--- config.mk ---
export PLATFORM = sky130hd
export DESIGN_NAME = psram_arbiter_flat
export DESIGN_NICKNAME = d
export VERILOG_FILES = /design/src/rtl/psram_pkg.sv /design/src/rtl/psram_arbiter_if.sv /design/src/rtl/rr_pick.sv /design/src/rtl/psram_arbiter.sv /design/src/flat_wrapper.sv
export SDC_FILE = /design/constraint.sdc
export NUM_CORES = 1
export LEC_CHECK = 0
export CORE_AREA = 2 2 303 305
export CTS_BUF_LIST = sky130_fd_sc_hd__clkbuf_16
export DETAILED_ROUTE_END_ITERATION = 10
export DIE_AREA = 0 0 305 307
export GPL_ROUTABILITY_DRIVEN = 0
export GPL_TIMING_DRIVEN = 0
export PLACE_DENSITY = 0.32
export SYNTH_ARGS = -nofsm -noshare
export SYNTH_HDL_FRONTEND = slang
export SYNTH_SLANG_ARGS = --single-unit
--- constraint.sdc ---
create_clock -name clk -period 5.6 [get_ports clk]
set_clock_uncertainty 0.05 [all_clocks]
set_input_delay 0.56 -clock clk [delete_from_list [all_inputs] [get_ports clk]]
set_output_delay 0.56 -clock clk [all_outputs]
set_load 0.03 [all_outputs]
--- src/rtl/psram_pkg.sv ---
// Shared types and default geometry for the Gowin PSRAM HS command-port arbiter.
package psram_pkg;

  typedef enum logic [1:0] {
    INIT  = 2'd0,
    IDLE  = 2'd1,
    WRITE = 2'd2,
    READ  = 2'd3
  } state_t;

  localparam int PSRAM_ADDR_WIDTH = 21;
  localparam int PSRAM_DATA_WIDTH = 128;
  localparam int PSRAM_MASK_WIDTH = 16;
  localparam int PSRAM_BEATS      = 4;
  localparam int PSRAM_CMD_GAP    = 18;

  localparam logic CMD_WRITE = 1'b1;
  localparam logic CMD_READ  = 1'b0;

endpackage

--- src/rtl/psram_arbiter_if.sv ---
// Command/data port of the PSRAM HS controller, seen from the arbiter (master) and controller (slave).
interface psram_arbiter_if
  import psram_pkg::*;
#(
  parameter int ADDR_WIDTH = PSRAM_ADDR_WIDTH,
  parameter int DATA_WIDTH = PSRAM_DATA_WIDTH,
  parameter int MASK_WIDTH = PSRAM_MASK_WIDTH
);
  // cmd_en is a one-cycle strobe qualifying cmd/addr; there is no ready, so the master
  // owns command spacing. Write beats follow back to back from the cmd_en cycle, and
  // rd_data_valid qualifies rd_data_in only in the cycle it is high.
  logic                  cmd;
  logic                  cmd_en;
  logic [ADDR_WIDTH-1:0] addr;
  logic [DATA_WIDTH-1:0] wr_data;
  logic [MASK_WIDTH-1:0] data_mask;
  logic [DATA_WIDTH-1:0] rd_data_in;
  logic                  rd_data_valid;

  modport master (
    output cmd, cmd_en, addr, wr_data, data_mask,
    input  rd_data_in, rd_data_valid
  );

  modport slave (
    input  cmd, cmd_en, addr, wr_data, data_mask,
    output rd_data_in, rd_data_valid
  );
endinterface

--- src/rtl/rr_pick.sv ---
// Combinational round-robin selector: first requester at or after ptr wins (one-hot + index).
module rr_pick #(
  parameter int N  = 2,
  parameter int PW = 1
) (
  input  logic [N-1:0]  req,
  input  logic [PW-1:0] ptr,
  output logic [N-1:0]  win,
  output logic [PW-1:0] win_idx,
  output logic          any
);
  int            sum;
  logic [PW-1:0] idx;

  // Walk from the farthest candidate back to ptr so the closest requester is written last.
  always_comb begin
    win     = '0;
    win_idx = '0;
    sum     = 0;
    idx     = '0;
    for (int k = N - 1; k >= 0; k--) begin
      sum = int'(ptr) + k;
      if (sum >= N) sum = sum - N;
      idx = PW'(sum);
      if (req[idx]) begin
        win      = '0;
        win[idx] = 1'b1;
        win_idx  = idx;
      end
    end
  end

  assign any = |req;
endmodule

--- src/rtl/psram_arbiter.sv ---
// Round-robin arbiter sharing one PSRAM HS controller command port among NUM_REQ requesters.
module psram_arbiter
  import psram_pkg::*;
#(
  parameter int NUM_REQ    = 2,
  parameter int ADDR_WIDTH = PSRAM_ADDR_WIDTH,
  parameter int DATA_WIDTH = PSRAM_DATA_WIDTH,
  parameter int MASK_WIDTH = PSRAM_MASK_WIDTH,
  parameter int BEATS      = PSRAM_BEATS,
  parameter int CMD_GAP    = PSRAM_CMD_GAP,
  parameter int RD_TIMEOUT = 64
) (
  input  logic                             clk,
  input  logic                             rst_n,
  input  logic                             init_calib,
  input  logic [NUM_REQ-1:0]               req,
  input  logic [NUM_REQ-1:0]               req_we,
  input  logic [NUM_REQ*ADDR_WIDTH-1:0]    req_addr,
  input  logic [NUM_REQ*DATA_WIDTH-1:0]    req_wdata,
  input  logic [NUM_REQ*MASK_WIDTH-1:0]    req_wmask,
  output logic [NUM_REQ-1:0]               grant,
  output logic [NUM_REQ-1:0]               wr_next,
  output logic [NUM_REQ-1:0]               rd_valid,
  output logic [DATA_WIDTH-1:0]            rd_data,
  output logic [1:0]                       rd_beat,
  output logic                             busy,
  output logic                             error,
  output state_t                           dbg_state,
  psram_arbiter_if.master                  bus
);
  localparam int PW = (NUM_REQ > 1) ? $clog2(NUM_REQ) : 1;
  localparam int BW = (BEATS > 1) ? $clog2(BEATS) : 1;
  localparam int GW = $clog2(CMD_GAP + 1);
  localparam int TW = (RD_TIMEOUT > 1) ? $clog2(RD_TIMEOUT) : 1;

  state_t                state, state_nxt;
  logic [PW-1:0]         ptr, owner, win_idx;
  logic [NUM_REQ-1:0]    win, owner_oh;
  logic                  win_any, issue, rd_last, rd_expired;
  logic [GW-1:0]         gap;
  logic [BW-1:0]         wbeat, rbeat;
  logic [TW-1:0]         tcnt;
  logic                  cmd_q, cmd_en_q;
  logic [ADDR_WIDTH-1:0] addr_q;

  rr_pick #(.N(NUM_REQ), .PW(PW)) u_pick (
    .req     (req),
    .ptr     (ptr),
    .win     (win),
    .win_idx (win_idx),
    .any     (win_any)
  );

  assign owner_oh   = NUM_REQ'(1) << owner;
  assign issue      = (state == IDLE) && init_calib && win_any && (gap == '0);
  assign rd_last    = bus.rd_data_valid && (rbeat == BW'(BEATS - 1));
  assign rd_expired = (tcnt == TW'(RD_TIMEOUT - 1));

  // busy means a burst is in flight, so INIT (the reset state) reads as not busy.
  assign busy       = (state == WRITE) || (state == READ);
  assign dbg_state  = state;
  assign bus.cmd    = cmd_q;
  assign bus.cmd_en = cmd_en_q;
  assign bus.addr   = addr_q;

  always_comb begin
    state_nxt     = state;
    wr_next       = '0;
    bus.wr_data   = '0;
    bus.data_mask = '0;
    case (state)
      INIT:  if (init_calib) state_nxt = IDLE;
      IDLE:  if (issue) state_nxt = req_we[win_idx] ? WRITE : READ;
      WRITE: begin
        wr_next       = owner_oh;
        bus.wr_data   = req_wdata[owner*DATA_WIDTH +: DATA_WIDTH];
        bus.data_mask = req_wmask[owner*MASK_WIDTH +: MASK_WIDTH];
        if (wbeat == BW'(BEATS - 1)) state_nxt = IDLE;
      end
      READ:  if (rd_last || rd_expired) state_nxt = IDLE;
      default: state_nxt = INIT;
    endcase
    // Losing calibration abandons any burst on the spot.
    if (!init_calib) begin
      state_nxt = INIT;
      wr_next   = '0;
    end
  end

  always_ff @(posedge clk or negedge rst_n) begin
    if (!rst_n) begin
      state    <= INIT;
      ptr      <= '0;
      owner    <= '0;
      gap      <= '0;
      wbeat    <= '0;
      rbeat    <= '0;
      tcnt     <= '0;
      grant    <= '0;
      cmd_q    <= 1'b0;
      cmd_en_q <= 1'b0;
      addr_q   <= '0;
      rd_valid <= '0;
      rd_data  <= '0;
      rd_beat  <= '0;
      error    <= 1'b0;
    end else begin
      state    <= state_nxt;
      grant    <= '0;
      cmd_en_q <= 1'b0;
      rd_valid <= '0;
      if (gap != '0) gap <= gap - 1'b1;
      if (issue) begin
        grant    <= win;
        cmd_en_q <= 1'b1;
        cmd_q    <= req_we[win_idx] ? CMD_WRITE : CMD_READ;
        addr_q   <= req_addr[win_idx*ADDR_WIDTH +: ADDR_WIDTH];
        owner    <= win_idx;
        ptr      <= (win_idx == PW'(NUM_REQ - 1)) ? '0 : win_idx + 1'b1;
        gap      <= GW'(CMD_GAP - 1);
        wbeat    <= '0;
        rbeat    <= '0;
        tcnt     <= '0;
      end
      if (state == WRITE) wbeat <= wbeat + 1'b1;
      if (state == READ && init_calib) begin
        tcnt <= tcnt + 1'b1;
        if (bus.rd_data_valid) begin
          rd_valid <= owner_oh;
          rd_data  <= bus.rd_data_in;
          rd_beat  <= 2'(rbeat);
          rbeat    <= rbeat + 1'b1;
        end
        if (rd_expired && !rd_last) error <= 1'b1;
      end
    end
  end
endmodule

--- src/flat_wrapper.sv ---
// flat-port wrapper written by rule: the top's interface ports become plain ports
module psram_arbiter_flat import psram_pkg::*;
#(
  parameter int NUM_REQ    = 2,
  parameter int ADDR_WIDTH = PSRAM_ADDR_WIDTH,
  parameter int DATA_WIDTH = PSRAM_DATA_WIDTH,
  parameter int MASK_WIDTH = PSRAM_MASK_WIDTH,
  parameter int BEATS      = PSRAM_BEATS,
  parameter int CMD_GAP    = PSRAM_CMD_GAP,
  parameter int RD_TIMEOUT = 64
)
  (clk, rst_n, init_calib, req, req_we, req_addr, req_wdata, req_wmask, grant, wr_next, rd_valid, rd_data, rd_beat, busy, error, dbg_state, bus_cmd, bus_cmd_en, bus_addr, bus_wr_data, bus_data_mask, bus_rd_data_in, bus_rd_data_valid);
  psram_arbiter_if #(.ADDR_WIDTH(ADDR_WIDTH), .DATA_WIDTH(DATA_WIDTH), .MASK_WIDTH(MASK_WIDTH)) bus_i ();
  input  logic clk;
  input  logic rst_n;
  input  logic init_calib;
  input  logic [NUM_REQ-1:0] req;
  input  logic [NUM_REQ-1:0] req_we;
  input  logic [NUM_REQ*ADDR_WIDTH-1:0] req_addr;
  input  logic [NUM_REQ*DATA_WIDTH-1:0] req_wdata;
  input  logic [NUM_REQ*MASK_WIDTH-1:0] req_wmask;
  output logic [NUM_REQ-1:0] grant;
  output logic [NUM_REQ-1:0] wr_next;
  output logic [NUM_REQ-1:0] rd_valid;
  output logic [DATA_WIDTH-1:0] rd_data;
  output logic [1:0] rd_beat;
  output logic busy;
  output logic error;
  output state_t dbg_state;
  output wire logic [$bits(bus_i.cmd)-1:0] bus_cmd;
  output wire logic [$bits(bus_i.cmd_en)-1:0] bus_cmd_en;
  output wire logic [$bits(bus_i.addr)-1:0] bus_addr;
  output wire logic [$bits(bus_i.wr_data)-1:0] bus_wr_data;
  output wire logic [$bits(bus_i.data_mask)-1:0] bus_data_mask;
  input wire logic [$bits(bus_i.rd_data_in)-1:0] bus_rd_data_in;
  input wire logic [$bits(bus_i.rd_data_valid)-1:0] bus_rd_data_valid;
  assign bus_cmd = bus_i.cmd;
  assign bus_cmd_en = bus_i.cmd_en;
  assign bus_addr = bus_i.addr;
  assign bus_wr_data = bus_i.wr_data;
  assign bus_data_mask = bus_i.data_mask;
  assign bus_i.rd_data_in = bus_rd_data_in;
  assign bus_i.rd_data_valid = bus_rd_data_valid;
  psram_arbiter #(.NUM_REQ(NUM_REQ), .ADDR_WIDTH(ADDR_WIDTH), .DATA_WIDTH(DATA_WIDTH), .MASK_WIDTH(MASK_WIDTH), .BEATS(BEATS), .CMD_GAP(CMD_GAP), .RD_TIMEOUT(RD_TIMEOUT)) u_core (.clk(clk), .rst_n(rst_n), .init_calib(init_calib), .req(req), .req_we(req_we), .req_addr(req_addr), .req_wdata(req_wdata), .req_wmask(req_wmask), .grant(grant), .wr_next(wr_next), .rd_valid(rd_valid), .rd_data(rd_data), .rd_beat(rd_beat), .busy(busy), .error(error), .dbg_state(dbg_state), .bus(bus_i));
endmodule
---- Yosys cells after proc, flatten, opt, wreduce, memory -nomap -nowiden ----
Index checks and enable logic that the tools add are counted.
W data, S select, Z words.
word-level totals
  register bits after elaboration ......... 177
  latch bits .............................. 0
  RAM bits ................................ 0
  bits in read-only memories .............. 0
  input port bits ......................... 466
  output and inout port bits .............. 307
  word-level logic and storage cells ...... 106
  memories kept ........................... 0
operators by class
  add/subtract/negate cells ............... 8
  $mul .................................... 1
  div/mod/pow operators ................... 0
  $lt $le $gt $ge ......................... 7
  eq/ne operators ......................... 9
  shifts and indexed selects .............. 4
  mux-type cells .......................... 41
  bitwise logic cells ..................... 0
  reductions and logical operators ........ 21
operator list
  operator               number
  $shiftx A256 B9 Y128   1
  $mux W128              1
  $shiftx A42 B7 Y21     1
  $mux W2                16
  $shiftx A32 B6 Y16     1
  $mux W1                16
  $mux W16               1
  $mux W6                2
  $mux W5                2
  $eq A2 B2 Y1 const B   4
  $logic_and A1 B1 Y1    8
  $pmux W2 S4            1
  $add A6 B1 Y6 const B  1
  $eq A6 B6 Y1 const B   1
  $lt A1 B2 Y1 const B   3
  $mul A1 B5 Y6 const B  1
  $ne A3 B2 Y1 const B   2
  $reduce_bool A2 Y1     3
  $logic_not A5 Y1       1
  $reduce_bool A5 Y1     1
  $sub A5 B1 Y5 const B  1
  $add A2 B1 Y2 const B  2
  $reduce_and A2 Y1      2
  $ne A3 B3 Y1 const B   1
  14 further kinds       18

---- Depth between registers and ports, before layout ----
  depth in word-level cells ............... 13
  gate-level depth with buffers ........... 9

---- Cells and area by module ----
From an unflattened synthesis, not the netlist that was laid out.
second synthesis, totals
  cell total of the unflattened synthesis .. 808
  area, all modules ....................... 9336.5 um2
modules (own cells, without submodules)
  module         instances  cells an instance  area each (um2)  sequential area each (um2)
  psram_arbiter  1          803                9303.9           4429.2
  rr_pick        1          5                  32.5             0.0

---- Least setup slack after synthesis ----
No wires, ideal clock.
  path type ............................... reg-to-output
  start ................................... reg u_core.owner
  end ..................................... out bus_wr_data[100]
  data arrival time ....................... 1.746 ns
  data required time ...................... 4.990 ns
  slack ................................... 3.244 ns
  cell stages (with the launch flop) ...... 6
  path buffers ............................ 3
  cell sequence ........................... dfrtp_1 clkbuf_1 clkbuf_1 buf_1 mux2i_1 nor2_1
between the ends
  word-level cells in the longest chain between the ends .. 2
ends and longest elaborated chain
  item                    line                  source
  start, declared         psram_arbiter.sv:37   logic [PW-1:0] ptr, owner, win_idx;
  start signal, assigned  psram_arbiter.sv:118  owner <= win_idx;
  $shiftx A256 B9 Y128    psram_arbiter.sv:76   bus.wr_data = req_wdata[owner*DATA_WIDTH +: DATA_WIDTH];
  $mux W128               psram_arbiter.sv:71   case (state)
  end, declared           flat_wrapper.sv:33    output wire logic [$bits(bus_i.wr_data)-1:0] bus_wr_data;
No other way between the ends.

---- Worst setup path in the final report ----
  start ................................... reg u_core.owner
  end ..................................... out bus_wr_data[50]
The elaborated chain is that of the path after synthesis.

==> metrics.csv <==
metric,value,unit
worst-margin pin slew,996,ps
clock sink count,177,
Final Cycle Share,77.5,%
DP Worst Slack,1630,ps
final wirelength,66500,µm
"commonest non-fill, non-tap cells in the layout","clkdlybuf4s50_1, dfrtp_1, mux2i_1",
IO buf count,772,
GRT Overall Usage,13.8,%
Syn Area/Cell,11.3,µm²
Die ar.,93600,µm²
cts repair resizes,0,
Clock Latency Late Sink,470,ps
antenna violations before repair,59,
Slew Limit Fails,0,
CTS Buf Count,17,
"slowest stage cell, crit path",buf_1,
Final HPWL DP,57500,µm
first-pass GRT wire length,87800,µm
dpl cell area,18300,µm²
critical path class,reg2out,
Max Cap Violations,0,
Lkg Pwr,7.56,nW
worst path required time,4990,ps
CTS tree,built,
drt drc,0,
Worst Path Max Fanout,10,
R2R depth,6,
Setup-failing EPs final,0,
H-Tree Depth,4,
DRT iter0 DRCs,313,
"Seq/Total Area, Yosys",49.0,%
row cnt,111,
root buffer cell,clkbuf_16,
Synth Register Bits,177,
Mapped Cells,801,
synth top area cells,"dfrtp_1, mux2i_1, mux2_2",
Worst setup EP type,output pin,
clk buf depth,2,
GRT overflow,0,
Die Ht,307,µm
Initial Util,9.97,%
Final Cell Area,18900,µm²
Peak Freq,231,MHz
TNS Setup,0,ps
RSZ-0062 raised after global routing,false,
crit-path most repeated cell,clkbuf_1,
Worst VDD drop,0.157,mV
Period minus WS final,4340,ps
"Cell Chain, Critical Path",clkbuf_1 > clkbuf_1 > buf_1 > mux2i_1 > nor2_1 > clkdlybuf4s50_1,
Rel. slew slack,33.6,%
total power,5.44,mW
post-layout util,20.9,%
drt first pass iters,4,
"most common cell after layout, fill and taps aside",clkdlybuf4s50_1,
Hold Path Class,in2async,
vias in the first global route,10400,
layout cell share with drive strength beyond 1,11.6,%
Worst Path Arrival,3730,ps
Post-DRT Antenna Nets,0,
Final Net Count,2063,
outcome,completed,
biggest area consumer among synthesized cells,dfrtp_1,
final hold vios,0,
vias per std cell,3.35,
clock slew seen by the registers of the worst setup and hold paths,70,ps
Hold Buf Count CTS,0,
area delta synth->final,109,%
largest net degree at the start of global routing,96,
post-CTS setup buffer count,0,
syn nets,1271,
final worst setup slack,1260,ps
vias,9472,
Power Density,288,nW/µm²
crit-path max cell delay,750,ps
Die Width,305,µm
Syn Std Cell Area,9040,µm²
Synth Warn #,0,
WL per Instance,23.5,µm
"Distinct cells, synth",33,
post-synth top area share,49.0,%
Core Box Area,90700,µm²
Top-Level Pins,773,
CP Launch Type,flop,
## Yosys cell counts
cell type	n
or4b_1	1
a21oi_1	4
mux2i_1	169
or2_2	1
clkbuf_2	1
buf_4	1
or3_1	1
buf_1	22
and2_1	1
mux2_2	130
clkinv_4	1
o21ai_2	6
o31ai_1	1
clkbuf_1	19
a21o_1	3
nand3_1	9
nor3_1	5
a41o_1	1
and3_1	5
o21ai_1	19
nand2_1	38
a311o_1	1
nor2_1	152
o211ai_1	1
o221a_2	1
o21ai_0	6
nand2b_1	2
inv_1	3
nor2b_1	1
buf_6	3
ha_1	4
dfrtp_1	177
buf_2	12
## worst max-delay path: cells and delay by family, from the launching register on
family                 cells  cell delay [ps]
muxes                      1              270
buffers and inverters      4             2480
and+or+nand+nor            1              150
DFF                        1              340
## worst paths after layout
check                               startpoint                   to  slack, ps
setup / recovery                  u_core.owner      bus_wr_data[50]       1260
hold reg to reg                   u_core.error         u_core.error        420
min in group clk                  u_core.error         u_core.error        420
setup reg to reg           u_core.dbg_state[1]   u_core.rd_data[44]       2910
hold / removal                           rst_n  u_core.rd_data[105]        100
max in group asynchronous                rst_n  u_core.bus.addr[17]       4480
## state kept, by name (all words and copies together), names as in the netlist
name and cells:
u_core.gap 5, u_core.dbg_state 2, u_core.tcnt 6, u_core.wbeat 2, u_core.rd_valid 2, u_core.bus.addr 21
u_core.rd_beat 2, u_core.owner 1, u_core.bus.cmd_en 1, u_core.rd_data 128, u_core.ptr 1, u_core.error 1
u_core.rbeat 2, u_core.bus.cmd 1, u_core.grant 2
## area by class of cell
class,count,area (µm²)
fillers,10000,71800
inverters,4,20.0
well taps,1186,1480
clock inverters,14,118
flip-flops and latches,177,4430
plain buffers,58,260
multi-input cells,562,4330
diodes,33,82.6
clock buffers,17,425
repair buffers,773,7760
## stage by stage
step / hold WS (ps) / std cells
after global placement: 414 / 2759
after detailed placement: 413 / 2760
after CTS: 97.1 / 2791
after floorplan: 214 / 801
final: 97.0 / 2824
after global routing: 132 / 2806
## kinds of logic (layout without fill, tap and decap cells)
logic type      after synthesis  count (layout)  share of synthesized area (%)
other cells                   0              33                              0
buf+inv                      62             866                           3.10
fa+ha+maj                     4               4                          0.553
flops                       177             177                           49.0
compound gates               43              43                           2.95
mux                         299             299                           34.9
simple gates                216             216                           9.53
## power breakdown
part | switching (mW) | internal (mW) | total (mW)
logic | 1.34 | 1.20 | 2.54
clock network | 0.565 | 0.608 | 1.17
registers | 0.159 | 1.57 | 1.73
total | 2.06 | 3.38 | 5.44
## layer usage
metal  track usage, %  part of all wire, %  wire length, µm
met1             12.2                   32            21100
met5                0                 0.17              115
met3             6.27                  9.5             6320
met4             6.44                  4.4             2910
met2             26.5                   54            36100
No activity file was read; power rests on OpenSTA's default activity.
